<file path="src/rtl/gate_sweep_ctrl.sv">
// Sweeps every minterm into a 1..4-input gate, samples its output after a
// settle interval, and grades the captured truth table against EXPECT.
module gate_sweep_ctrl #(
  parameter int                     N_IN   = 2,
  parameter int                     SETTLE = 1,
  parameter logic [(2**N_IN)-1:0]   EXPECT = 4'b0010
) (
  input  logic                   clk,
  input  logic                   rst_n,
  input  logic                   start,
  input  logic                   abort,
  output logic [N_IN-1:0]        dut_in,
  input  logic                   dut_out,
  output logic                   busy,
  output logic                   done,
  output logic [(2**N_IN)-1:0]   table_out,
  output logic                   pass,
  output logic [N_IN:0]          mismatch_cnt
);

  localparam int NM = 2**N_IN;
  localparam int CW = (SETTLE > 1) ? $clog2(SETTLE) : 1;
  localparam logic [CW-1:0]   CNT_LAST = CW'(SETTLE - 1);
  localparam logic [N_IN-1:0] M_LAST   = N_IN'(NM - 1);

  typedef enum logic [1:0] {IDLE, WAIT, DONE} state_t;

  state_t            state, state_nx;
  logic [N_IN-1:0]   m;
  logic [CW-1:0]     cnt;
  logic              sample, last;
  logic [NM-1:0]     table_nx;

  always_comb begin
    state_nx    = state;
    sample      = (state == WAIT) && !abort && (cnt == CNT_LAST);
    last        = (m == M_LAST);
    // pass on the final edge must include the sample taken on that edge
    table_nx    = table_out;
    table_nx[m] = dut_out;
    case (state)
      IDLE:    if (start) state_nx = WAIT;
      WAIT:    if (abort) state_nx = IDLE;
               else if (sample && last) state_nx = DONE;
      DONE:    state_nx = IDLE;
      default: state_nx = IDLE;
    endcase
  end

  always_ff @(posedge clk or negedge rst_n) begin
    if (!rst_n) state <= IDLE;
    else        state <= state_nx;
  end

  always_ff @(posedge clk or negedge rst_n) begin
    if (!rst_n) begin
      m            <= '0;
      cnt          <= '0;
      dut_in       <= '0;
      busy         <= 1'b0;
      done         <= 1'b0;
      table_out    <= '0;
      pass         <= 1'b0;
      mismatch_cnt <= '0;
    end else begin
      done <= 1'b0;
      case (state)
        IDLE: if (start) begin
          m            <= '0;
          cnt          <= '0;
          dut_in       <= '0;
          busy         <= 1'b1;
          table_out    <= '0;
          pass         <= 1'b0;
          mismatch_cnt <= '0;
        end
        WAIT: begin
          if (abort) begin
            // partial table and count are kept for post-mortem inspection
            dut_in <= '0;
            busy   <= 1'b0;
            pass   <= 1'b0;
            cnt    <= '0;
          end else if (cnt != CNT_LAST) begin
            cnt <= cnt + 1'b1;
          end else begin
            table_out <= table_nx;
            if (dut_out != EXPECT[m]) mismatch_cnt <= mismatch_cnt + 1'b1;
            if (last) begin
              busy <= 1'b0;
              done <= 1'b1;
              pass <= (table_nx == EXPECT);
            end else begin
              m      <= m + 1'b1;
              dut_in <= m + 1'b1;
              cnt    <= '0;
            end
          end
        end
        default: ;
      endcase
    end
  end

endmodule

</file>
<file path="config.mk">
export PLATFORM = sky130hd
export DESIGN_NAME = gate_sweep_ctrl
export DESIGN_NICKNAME = d
export VERILOG_FILES = /design/src/rtl/gate_sweep_ctrl.sv
export SDC_FILE = /design/constraint.sdc
export NUM_CORES = 1
export LEC_CHECK = 0
export BUFFER_PORTS_ARGS = -buffer_cell sky130_fd_sc_hd__buf_2
export CAP_MARGIN = 20
export CORE_MARGIN = 2
export CORE_UTILIZATION = 49
export DETAILED_ROUTE_END_ITERATION = 6
export PLACE_DENSITY = 0.72
export SYNTH_ARGS = -nofsm -noshare
export SYNTH_HDL_FRONTEND = slang
export SYNTH_SLANG_ARGS = --single-unit
</file>
<file path="constraint.sdc">
create_clock -name clk -period 2.2 [get_ports clk]
set_input_delay 0.22 -clock clk [delete_from_list [all_inputs] [get_ports clk]]
set_output_delay 0.22 -clock clk [all_outputs]
set_load 0.02 [all_outputs]
</file>
Word-level counts from Yosys, hierarchy flattened
Index checks and enable logic that the tools add are counted.
{ "totals": {"word_cells": 84, "output_inout_bits": 12, "ff_bits": 17, "inputBits": 5} }
{ "op_classes": {"n_mux": 42, "n_reduce_logical": 14, "bitwise_logic": 1, "addsub": 3, "n_eq_ne": 13, "order_cmp": 2} }
{ "op_table": {"columns": ["op", "count"], "rows": [
  ["$mux W1", 16],
  ["$mux W2", 8],
  ["$mux W3", 4],
  ["$mux W4", 3],
  ["$pmux W2 S2", 3],
  ["$reduce_and A4 Y1", 3],
  ["$reduce_and A5 Y1", 2],
  ["$ne A3 B3 Y1 const B", 3],
  ["$ne A2 B2 Y1 const B", 4],
  ["$pmux W4 S2", 1],
  ["$pmux W1 S2", 3],
  ["$pmux W3 S2", 1],
  ["$bwmux W4", 1],
  ["$eq A4 B2 Y1 const B", 1],
  ["$logic_and A1 B1 Y1", 4],
  ["$reduce_and A2 Y1", 2],
  ["$add A3 B1 Y3 const B", 1],
  ["$lt A2 B3 Y1 const B", 1],
  ["$ne A3 B2 Y1 const B", 1],
  ["$add A2 B1 Y2 const B", 1],
  ["$bmux W1 S2", 1],
  ["$demux W1 S2", 1],
  ["$eq A2 B1 Y1 const B", 1],
  ["$eq A2 B2 Y1 const B", 1],
  ["8 further kinds", 8]
]} }

Depth between registers and ports, before layout
{ "logic_depth": {"ltp_word": 10, "mapped_depth": 5} }

Worst setup path before layout
No wires, ideal clock.
{ "synth_timing": {"kind": "register to register", "from": "register m[1]", "to": "register mismatch_cnt[1]", "path_slack_ps": 719, "required_ps": 2072, "path_buffers": 0, "setup_time_ps": 128, "t_arrival_ps": 1354, "path_stages_with_launch": 6, "path_cell_list": "dfrtp_1 inv_1 ha_1 xor2_1 o2bb2ai_1 mux2_1"} }
{ "synth_via": {"elab_chain_len": 5} }
{ "synth_lines": {"columns": ["item", "line", "source"], "rows": [
  ["from (decl)", "29", "logic [N_IN-1:0] m;"],
  ["from (signal assigned)", "94", "m <= m + 1'b1;"],
  ["$bmux W1 S2", "88", "if (dut_out != EXPECT[m]) mismatch_cnt <= mismatch_cnt + 1'b1;"],
  ["$mux W1 (implied by the code)", "88", null],
  ["$ne A1 B1 Y1", "88", null],
  ["$ne A2 B1 Y1 (no line)", null, null],
  ["$reduce_and A5 Y1 (no line)", null, null],
  ["to (signal assigned)", "88", null],
  ["to (decl)", "18", "output logic [N_IN:0] mismatch_cnt"]
]} }
Every way passes these cells. The select of a mux whose other input is x is not followed.
A chain may end at the register's enable or synchronous reset.

Final worst setup path
{ "layout_timing": {"from": "register state[1]", "to": "register mismatch_cnt[1]"} }
{ "layout_via": {"elab_chain_len": 3, "elab_cells_between_ends": 9} }
{ "layout_lines": {"columns": ["item", "line", "source"], "rows": [
  ["from (decl)", "28", "state_t state, state_nx;"],
  ["from (signal assigned)", "52", "else state <= state_nx;"],
  ["$eq A2 B1 Y1 / $logic_not A2 Y1 (equally long branches)", "67", "case (state)"],
  ["$ne A2 B1 Y1 (no line) (tied with other cells)", null, null],
  ["$reduce_and A5 Y1 (no line)", null, null]
]} }
Parallel ways exist; a longest one is shown, timed or not.

==> results.ini <==
[run_status]
status = complete, no violations

[floorplanning]
num_io_pins = 17
core_um2 = 1690
die_x_um = 45.8
num_rows = 15
die_height_um = 45.8
fp.dieArea_um2 = 2090
start_util_pct = 50.6

[critical_path]
arrival_ps = 1890
critPathMaxFanout = 15
cp_slowest_cell = dfrtp_1
cp-end-kind = register
worstPathCellList = nor3b_2 -> o2bb2ai_1 -> mux2_1
cp-start-kind = register
crit_type = reg -> reg
max_stage_delay_ps = 580
cp.required_ps = 2380

[yosys]
avgSynthCellArea_um2 = 11.4
synth_cell_types = 34
yosysMostFrequentCell = dfrtp_1
synth_edf_count = 0
yosysTopAreaCell = dfrtp_1
synthTopCellsByCount = dfrtp_1, inv_1, ha_1
yosys.area.top_type_share_pct = 46.9
synth_fp_nets = 85
async_flop_share_pct = 100
syn-cell-area_um2 = 855
ys_seq_area_share_pct = 46.9
synth_cells = 75
yosys_warnings = 0
synth_area_leaders = dfrtp_1, ha_1, a221o_1, a32o_1, inv_1
yosys_most_used_dff = dfrtp_1
synth_seq_cells = 16

[pwr]
total_power_uw = 1170
ir_drop_mv = 0.655
p_seq_share_pct = 39.8
leakagePower_uw = 0.000483
switching_share_pct = 42.4
power_per_cell_area_nw_per_um2 = 1200
pwr-share-clk_pct = 13.0
power.switching_uw = 497
p_int_uw = 676
power_frac_comb_pct = 47.2

[place]
portBuffers = 16
gp_congestion = 0.822
dp_cells = 106
dpl.hpwl_um = 1360
pre_cts_slack_ps = 506

[final_layout]
fin_cells = 110
drive_above_1_share_pct = 24.7
ff_latch_area_um2 = 400
synthToLayoutAreaGrowth_pct = 13.9
multiInputGateArea_um2 = 413
fin_nets = 105
n_fill_cell = 149
antennaDiodeCount = 0

[sta]
relSlewSlack_pct = 64.8
finalSetupTns_ps = 0
setup_viol_count_final = 0
fin_crit_ps = 1710
fmax_mhz = 585
rsz0062_at_grt = false
tightest_slew_ps = 528
hold_slack_ps = 276
finalClockSkew_ps = 3.69
slew_violations = 0
fin_ws_ps = 490
hold_viol = 0
period_share_pct = 77.7

[clock_tree]
cts_tree = yes
post_cts_resize_count = 0
clock_sinks = 16
cts.clk_slew.worst_paths_ps = 90
clkLatencyLatePin_ps = 290
clockBufferDepth = 2
numCtsBuffers = 3
postCtsHoldBufs = 1
cts.htree.levels = 1
cts_root_buf = clkbuf_4
post_cts.repair.setup_buffers = 0

[grt]
grt_pass1_vias = 671
antenna_found_initial = 0
grt_pass1_wl_um = 3070
grt_max_degree = 17
grt_overflow = 0
grt.total_usage_pct = 20.6

[route]
routedWlPerCell_um = 16.9
first_pass_iters = 4
wirelength_um = 1860
drt_iter0_drc = 27
avgViaCountPerCell = 6.25
drtAntennaViolNets = 0
vias = 687
wl_met1_um = 874
top_layer = met4
route.detailed.drc = 0
routed-wl-met2_um = 860
dr_wl_met3_um = 89

[worst_hold_path]
min_path_type = in -> reg

[job]
maxCapViolCount = 0

## critical path: cells and delay by family (launching register included)
kind	cells	cell delay (ps)
muxes	1	350
DFF	1	580
and+or+nand+nor	1	460
AOI/OAI and AO/OA	1	220
## power by group through the flow
stage | clock network, uW | registers, uW | logic, uW
6_report | 153 | 466 | 553
2_1_floorplan | 0 | 536 | 322
4_1_cts | 156 | 467 | 553
3_3_place_gp | 0 | 468 | 533
3_5_place_dp | 0 | 473 | 549
5_1_grt | 172 | 481 | 613
## cell families after synthesis
logic type / share of synthesized area [%]
adder cells (fa/ha/maj): 7.32
AND/OR/NAND/NOR: 14.2
XOR/XNOR: 1.03
flip-flops: 46.9
multiplexers: 3.81
buffers and inverters: 4.83
AO/OA/AOI/OAI: 22.0
## per-stage QoR
stage                     area (um2)  utilization (%)
final                            973             57.6
after CTS                        973             57.6
after detailed placement         941             55.7
after global placement           941             55.7
after global routing             973             57.6
after floorplan                  855                -
## per-layer routing
layer / up-vias / global-route usage (%)
met5: - / 0
met2: 29 / 28.7
met4: 0 / 9.14
li1: 316 / -
met1: 336 / 30.2
met3: 6 / 4.76
## path summary, 6_finish.rpt
check | start | endpoint | slack (ps) | cells past startpoint
min in group asynchronous | rst_n | mismatch_cnt[2] | 370 | 2
worst min register to register | dut_in[1] | dut_in[1] | 520 | 1
worst max-delay path | state[1] | mismatch_cnt[1] | 490 | 3
max in group asynchronous | rst_n | busy | 1570 | 2
worst min-delay path | dut_out | table_out[2] | 280 | 2
worst max register to register | state[1] | mismatch_cnt[1] | 490 | 3
## state kept, by name, summed over array words and instances, names as in the netlist
| signal | flops |
|---|---|
| done | 1 |
| m | 2 |
| pass | 1 |
| state | 2 |
| table_out | 4 |
| busy | 1 |
| mismatch_cnt | 3 |
| dut_in | 2 |
## cell type report
| cell class | count | area share, % |
|---|---|---|
| flip-flops and latches | 16 | 41.1 |
| well taps | 17 | 2.19 |
| multi-input cells | 50 | 42.4 |
| clock buffers | 3 | 2.31 |
| repair buffers | 17 | 9.25 |
| inverters | 7 | 2.70 |
## layout by cell type, fill, tap and decap left out, drive strengths merged
cell type / instances
dfrtp: 16
buf: 16
inv: 7
o21ai: 6
ha: 5
a221o: 3
a32o: 3
clkbuf: 3
nor3b: 3
nand2b: 2
nor3: 2
o21bai: 2
a22o: 2
nand2: 2
nor2b: 2
mux2: 2
a21oi: 2
nor4b: 1
and3b: 1
xor2: 1
o2bb2ai: 1
nor4bb: 1
a41oi: 1
or3b: 1
mux2i: 1
nand3: 1
nor2: 1
a2111oi: 1
o31ai: 1
o21a: 1
a41o: 1
dlygate4sd3: 1
No activity file was read; power rests on OpenSTA's default activity.
